--- config.mk ---
export PLATFORM = sky130hd
export DESIGN_NAME = clock_ctrl
export DESIGN_NICKNAME = d
export VERILOG_FILES = /design/src/rtl/clock_pkg.sv /design/src/rtl/mod_counter.sv /design/src/rtl/clock_ctrl.sv
export SDC_FILE = /design/constraint.sdc
export NUM_CORES = 1
export LEC_CHECK = 0
export BUFFER_PORTS_ARGS = -buffer_cell sky130_fd_sc_hd__buf_2
export CORE_ASPECT_RATIO = 0.5
export CORE_MARGIN = 2
export CORE_UTILIZATION = 42
export CTS_BUF_LIST = sky130_fd_sc_hd__clkbuf_2
export DETAILED_ROUTE_END_ITERATION = 7
export GPL_ROUTABILITY_DRIVEN = 0
export MAX_ROUTING_LAYER = met4
export REMOVE_ABC_BUFFERS = 1
export SLEW_MARGIN = 20
export SYNTH_ARGS = -nofsm -noshare
export SYNTH_HDL_FRONTEND = slang
export SYNTH_HIERARCHICAL = 1
export SYNTH_SLANG_ARGS = --single-unit
--- constraint.sdc ---
create_clock -name clk -period 4.85 [get_ports clk]
set_clock_uncertainty 0.2 [all_clocks]
set_input_delay 0 -clock clk [delete_from_list [all_inputs] [get_ports clk]]
set_output_delay 0 -clock clk [all_outputs]
set_load 0.05 [all_outputs]
--- src/rtl/clock_pkg.sv ---
`default_nettype none
// ============================================================================
// clock_pkg : shared state encoding and field widths for the clock controller
// Rev 1.0
// ============================================================================
package clock_pkg;

  typedef enum logic [1:0] {
    ST_RUN      = 2'd0,
    ST_SET_HOUR = 2'd1,
    ST_SET_MIN  = 2'd2
  } ctrl_state_t;

  localparam int SEC_MOD = 60;
  localparam int MIN_MOD = 60;

  localparam int HOUR_W = 5;
  localparam int MIN_W  = 6;
  localparam int SEC_W  = 6;

endpackage
`default_nettype wire

--- src/rtl/mod_counter.sv ---
`default_nettype none
// ============================================================================
// mod_counter : modulo up/down counter with synchronous clear and up-wrap pulse
// Rev 1.0
// ============================================================================
module mod_counter #(
  parameter int MOD = 60,
  parameter int W   = 6
) (
  input  logic         clk,
  input  logic         rst_n,
  input  logic         inc,
  input  logic         dec,
  input  logic         clr,
  output logic [W-1:0] value,
  output logic         wrap
);

  localparam logic [W-1:0] TOP = W'(MOD - 1);

  logic up;
  logic down;

  // Simultaneous inc and dec cancel out.
  assign up   = inc && !dec;
  assign down = dec && !inc;
  assign wrap = up && !clr && (value == TOP);

  always_ff @(posedge clk or negedge rst_n) begin
    if (!rst_n) begin
      value <= '0;
    end else if (clr) begin
      value <= '0;
    end else if (up) begin
      value <= (value == TOP) ? '0 : value + 1'b1;
    end else if (down) begin
      value <= (value == '0) ? TOP : value - 1'b1;
    end
  end

endmodule
`default_nettype wire

--- src/rtl/clock_ctrl.sv ---
`default_nettype none
// ============================================================================
// clock_ctrl : 24/12-hour timekeeping with button-driven hour/minute setting
// Rev 1.0
// ============================================================================
module clock_ctrl
  import clock_pkg::*;
#(
  parameter int HOURS_MOD = 24,
  parameter int TIMEOUT_S = 30
) (
  input  logic              clk,
  input  logic              rst_i,
  input  logic              tick_1hz,
  input  logic              blink,
  input  logic              btn_mode,
  input  logic              btn_inc,
  input  logic              btn_dec,
  output logic [HOUR_W-1:0] hours,
  output logic [MIN_W-1:0]  minutes,
  output logic [SEC_W-1:0]  seconds,
  output logic              blank_hours,
  output logic              blank_minutes,
  output logic              setting,
  output logic              day_pulse
);

  localparam int TO_W = $clog2(TIMEOUT_S + 1);

  ctrl_state_t     state;
  ctrl_state_t     next_state;
  logic [TO_W-1:0] to_cnt;
  logic [TO_W-1:0] to_cnt_next;

  logic any_btn;
  logic edit_inc;
  logic edit_dec;
  logic run_tick;
  logic sec_wrap;
  logic min_wrap;
  logic hour_wrap;
  logic sec_clr;
  logic min_inc;
  logic min_dec;
  logic hour_inc;
  logic hour_dec;

  assign any_btn  = btn_mode || btn_inc || btn_dec;
  assign edit_inc = btn_inc && !btn_dec && !btn_mode;
  assign edit_dec = btn_dec && !btn_inc && !btn_mode;
  assign run_tick = (state == ST_RUN) && tick_1hz;

  always_comb begin
    next_state  = state;
    to_cnt_next = to_cnt;
    case (state)
      ST_RUN: begin
        to_cnt_next = '0;
        if (btn_mode) next_state = ST_SET_HOUR;
      end
      ST_SET_HOUR, ST_SET_MIN: begin
        if (any_btn)       to_cnt_next = '0;
        else if (tick_1hz) to_cnt_next = to_cnt + 1'b1;
        if (btn_mode)
          next_state = (state == ST_SET_HOUR) ? ST_SET_MIN : ST_RUN;
        else if (to_cnt_next == TO_W'(TIMEOUT_S))
          next_state = ST_RUN;
      end
      default: next_state = ST_RUN;
    endcase
    if (next_state == ST_RUN) to_cnt_next = '0;
  end

  always_ff @(posedge clk or negedge rst_i) begin
    if (!rst_i) begin
      state  <= ST_RUN;
      to_cnt <= '0;
    end else begin
      state  <= next_state;
      to_cnt <= to_cnt_next;
    end
  end

  // Carries only ripple in RUN; edits in a set state never cross fields.
  assign sec_clr  = (state == ST_SET_MIN) && (next_state == ST_RUN);
  assign min_inc  = (state == ST_RUN) ? sec_wrap : ((state == ST_SET_MIN) && edit_inc);
  assign min_dec  = (state == ST_SET_MIN) && edit_dec;
  assign hour_inc = (state == ST_RUN) ? min_wrap : ((state == ST_SET_HOUR) && edit_inc);
  assign hour_dec = (state == ST_SET_HOUR) && edit_dec;

  mod_counter #(.MOD(SEC_MOD), .W(SEC_W)) u_sec (
    .clk   (clk),
    .rst_n (rst_i),
    .inc   (run_tick),
    .dec   (1'b0),
    .clr   (sec_clr),
    .value (seconds),
    .wrap  (sec_wrap)
  );

  mod_counter #(.MOD(MIN_MOD), .W(MIN_W)) u_min (
    .clk   (clk),
    .rst_n (rst_i),
    .inc   (min_inc),
    .dec   (min_dec),
    .clr   (1'b0),
    .value (minutes),
    .wrap  (min_wrap)
  );

  mod_counter #(.MOD(HOURS_MOD), .W(HOUR_W)) u_hour (
    .clk   (clk),
    .rst_n (rst_i),
    .inc   (hour_inc),
    .dec   (hour_dec),
    .clr   (1'b0),
    .value (hours),
    .wrap  (hour_wrap)
  );

  // Status flags are registered from next_state so they align with the fields.
  always_ff @(posedge clk or negedge rst_i) begin
    if (!rst_i) begin
      blank_hours   <= 1'b0;
      blank_minutes <= 1'b0;
      setting       <= 1'b0;
      day_pulse     <= 1'b0;
    end else begin
      blank_hours   <= (next_state == ST_SET_HOUR) && !blink;
      blank_minutes <= (next_state == ST_SET_MIN) && !blink;
      setting       <= (next_state != ST_RUN);
      day_pulse     <= run_tick && hour_wrap;
    end
  end

endmodule
`default_nettype wire
==> results by group <==
Status
  – Run status: complete, no violations

Finish
  – Post-route insts no fill: between 300 and 400
  – Layout area overhead: 15.0%
  – Final Cell Area: approximately 2800 sq um
  – NumNets Final: 334
  – Footprint of the multi-input gates: 1620 sq um
  – Fillers: 500
  – Diode count: 0
  – Share of layout cells above drive strength 1: 0.196
  – Register area: 701 sq um

Synth
  – Synth Cell Area: roughly 2400 sq um
  – Yosys top cell by area: dfrtp_1
  – Flops & latches, synth: 28
  – Top cells by count, synth: dfrtp_1, nor2_1, a21oi_1
  – Post-Syn Instances: approximately 270
  – Area share of the largest cell type after synthesis: 0.292
  – Synth cell types: 63
  – Seq/Total Area, Yosys: 0.292
  – Yosys warns: 6
  – Main flop type after synthesis: dfrtp_1
  – EDFF count, synth: 0
  – Count leader, synth: dfrtp_1
  – Top area cells in the synthesized netlist: dfrtp_1, ha_1, nor2_1
  – Syn Area/Cell: 9.00 sq um
  – Async SR Flop Fraction: 1.00

Timing
  – Slew @ Worst Pin: roughly 950 ps
  – Crit share post-route: 0.889
  – Unrepaired setup endpoints after global routing: false
  – PnR worst setup slack: between 500 and 600 ps
  – Total negative slack: 0 ps
  – Final hold vios: 0
  – Final setup viols: 0
  – Tmin final: approximately 4300 ps
  – Max-slew headroom: 0.357
  – FMAX: roughly 230 MHz
  – Slew Limit Fails: 0

Floorplanning
  – Die Y: approximately 57 um
  – Row cnt: 19
  – Initial Util: 0.437
  – Die footprint: 6380 sq um
  – Core Area: about 5500 sq um
  – Die width: about 110 um
  – # IOs: 28

Placement
  – Area after DPL: 2610 sq um
  – Post-placement worst setup slack: between 600 and 700 ps
  – Dpl hpwl: a little under 4000 um
  – Placed cell count: 370
  – Buffers on Ports: 27

Global routing
  – GRT Total Usage: 0.182
  – Total gr overflow: 0
  – Largest net degree at the start of global routing: 29
  – Initial antenna violation count: 0
  – Vias in the first global route: approximately 2000
  – First-pass GRT wire length: 9290 um

Clock network
  – Clock latency on the worst-skew pair: around 350 ps
  – Worst-path clk slew: ~250 ps
  – Sink Count: 28
  – H-tree Lvls: 1
  – CTS tree: built
  – CTS root buf: clkbuf_2
  – Number of CTS-inserted buffers: 3
  – Deepest clock path buffer count: 2

Power and ir drop
  – Post-layout power: approximately 1200 uW
  – Pwr Density: 450 nW/um^2
  – Worst vdd ir: 0.267 mV
  – Leakage power: about 0.0012 uW

Drt
  – Detailed Route WL: 5370 um
  – ANT nets after route: 0
  – DRT iter0 DRCs: between 150 and 200
  – Total number of vias: roughly 2100
  – DR vias/cell: 5.47
  – WL/cell: roughly 14 um
  – DRT Pass-1 Iters: 4
  – Drt drc: 0

Min path
  – Hold-critical path depth: 3
  – Hold crit path type: in2reg

Critical path
  – CP Class: reg2reg
  – Setup crit end kind: flop
  – Critical path fanouts, max: 9
  – FF-to-FF setup slack: 540 ps
  – Startpoint types: flop
  – Worst EP arrival: approximately 4400 ps
  – Worst Path Required: 4940 ps
  – R2R depth: 18

Job
  – Max-cap violation count: 0
[area by class of cell]
cell class                      count  share of cell area
Tap cell                           73              0.0331
Timing Repair Buffer               41               0.101
Sequential cell                    28               0.254
Inverter                           15              0.0204
Multi-Input combinational cell    225               0.586
Clock buffer                        3             0.00543
[critical path: stages (launching register included)]
cell and delay (ps):
dfrtp_1 490, ha_1 300, mux2i_1 270, nor4_4 50, dlygate4sd3_1 590, o2111ai_2 130, a31oi_4 180, and2_1 190
buf_4 170, nor3b_1 180, nand2_1 90, o21ai_2 170, nand2b_1 170, nor3b_1 220, nand2_1 90, o21ai_2 150
nor2b_1 300, a211oi_1 110, a211oi_1 200
[cell usage in the layout, fill, tap and decap left out, types with 4 or more instances in the layout]
master | netlist | final
nand3b_1 | 4 | 4
a32oi_1 | 4 | 4
nor3_1 | 7 | 7
a31oi_1 | 4 | 4
dlygate4sd3_1 | 0 | 11
nor2_1 | 25 | 25
dfrtp_1 | 28 | 28
xnor2_1 | 6 | 6
nand3_1 | 10 | 10
conb_1 | 1 | 11
nand2b_1 | 6 | 6
and3_1 | 4 | 4
inv_1 | 15 | 15
o22ai_1 | 5 | 5
buf_2 | 1 | 27
ha_1 | 13 | 13
and2_1 | 6 | 6
nand2_1 | 12 | 12
a21oi_1 | 18 | 18
nor2b_1 | 7 | 7
nand4_1 | 5 | 5
or3_1 | 4 | 4
o21ai_1 | 6 | 6
[what timing repair did]
item,CTS,global route
setup endpoints to repair,0,6
buffers inserted,0,0
hold buffers,12,0
endpoints found under the hold margin,41,0
gates resized for setup,0,4
[metal layers]
metal | vias to the layer above | global-route usage | wire length, um
met3 | 4 | 0.0351 | 264
met1 | 990 | 0.247 | 2640
met2 | 52 | 0.289 | 2430
met5 | - | - | 0
li1 | 1061 | - | -
met4 | 0 | 0.0357 | 42
[logic make-up (layout without fill, tap and decap cells)]
logic type / after synthesis / after routing / synth area share
buffers and inverters: 24 / 59 / 0.0531
xor gates and xnor gates: 9 / 9 / 0.0359
AOI/OAI and AO/OA: 67 / 67 / 0.210
adders and majority gates: 13 / 13 / 0.0677
muxes: 3 / 3 / 0.0125
other: 1 / 11 / 0.00156
DFF: 28 / 28 / 0.292
and+or+nand+nor: 122 / 122 / 0.327
[sequential cells by signal, indices dropped and copies added (netlist names)]
register and cells:
to_cnt 5, u_min/value 6, blank_minutes 1, blank_hours 1, day_pulse 1, u_hour/value 5, setting 1, state 2
u_sec/value 6
[worst paths after layout]
path                                start              end
worst max-delay path            to_cnt[0]  u_hour/value[0]
worst min-delay path                blink    blank_minutes
worst max register to register  to_cnt[0]  u_hour/value[0]
worst min register to register  to_cnt[4]        to_cnt[4]
max in group asynchronous           rst_i         state[0]
min in group asynchronous           rst_i   u_sec/value[1]
[power by group]
part	internal (uW)	switching [uW]
clock network	16.8	66.6
logic	288	483
registers	288	102
total	593	652
[stage by stage]
stage          utilization  hold WS (ps)
3_3_place_gp         0.475          -133
4_1_cts              0.502           206
6_report             0.503           250
3_5_place_dp         0.475          -129
5_1_grt              0.503           195
2_1_floorplan            -          -496
Note: power is estimated with default switching activity, not from simulation.
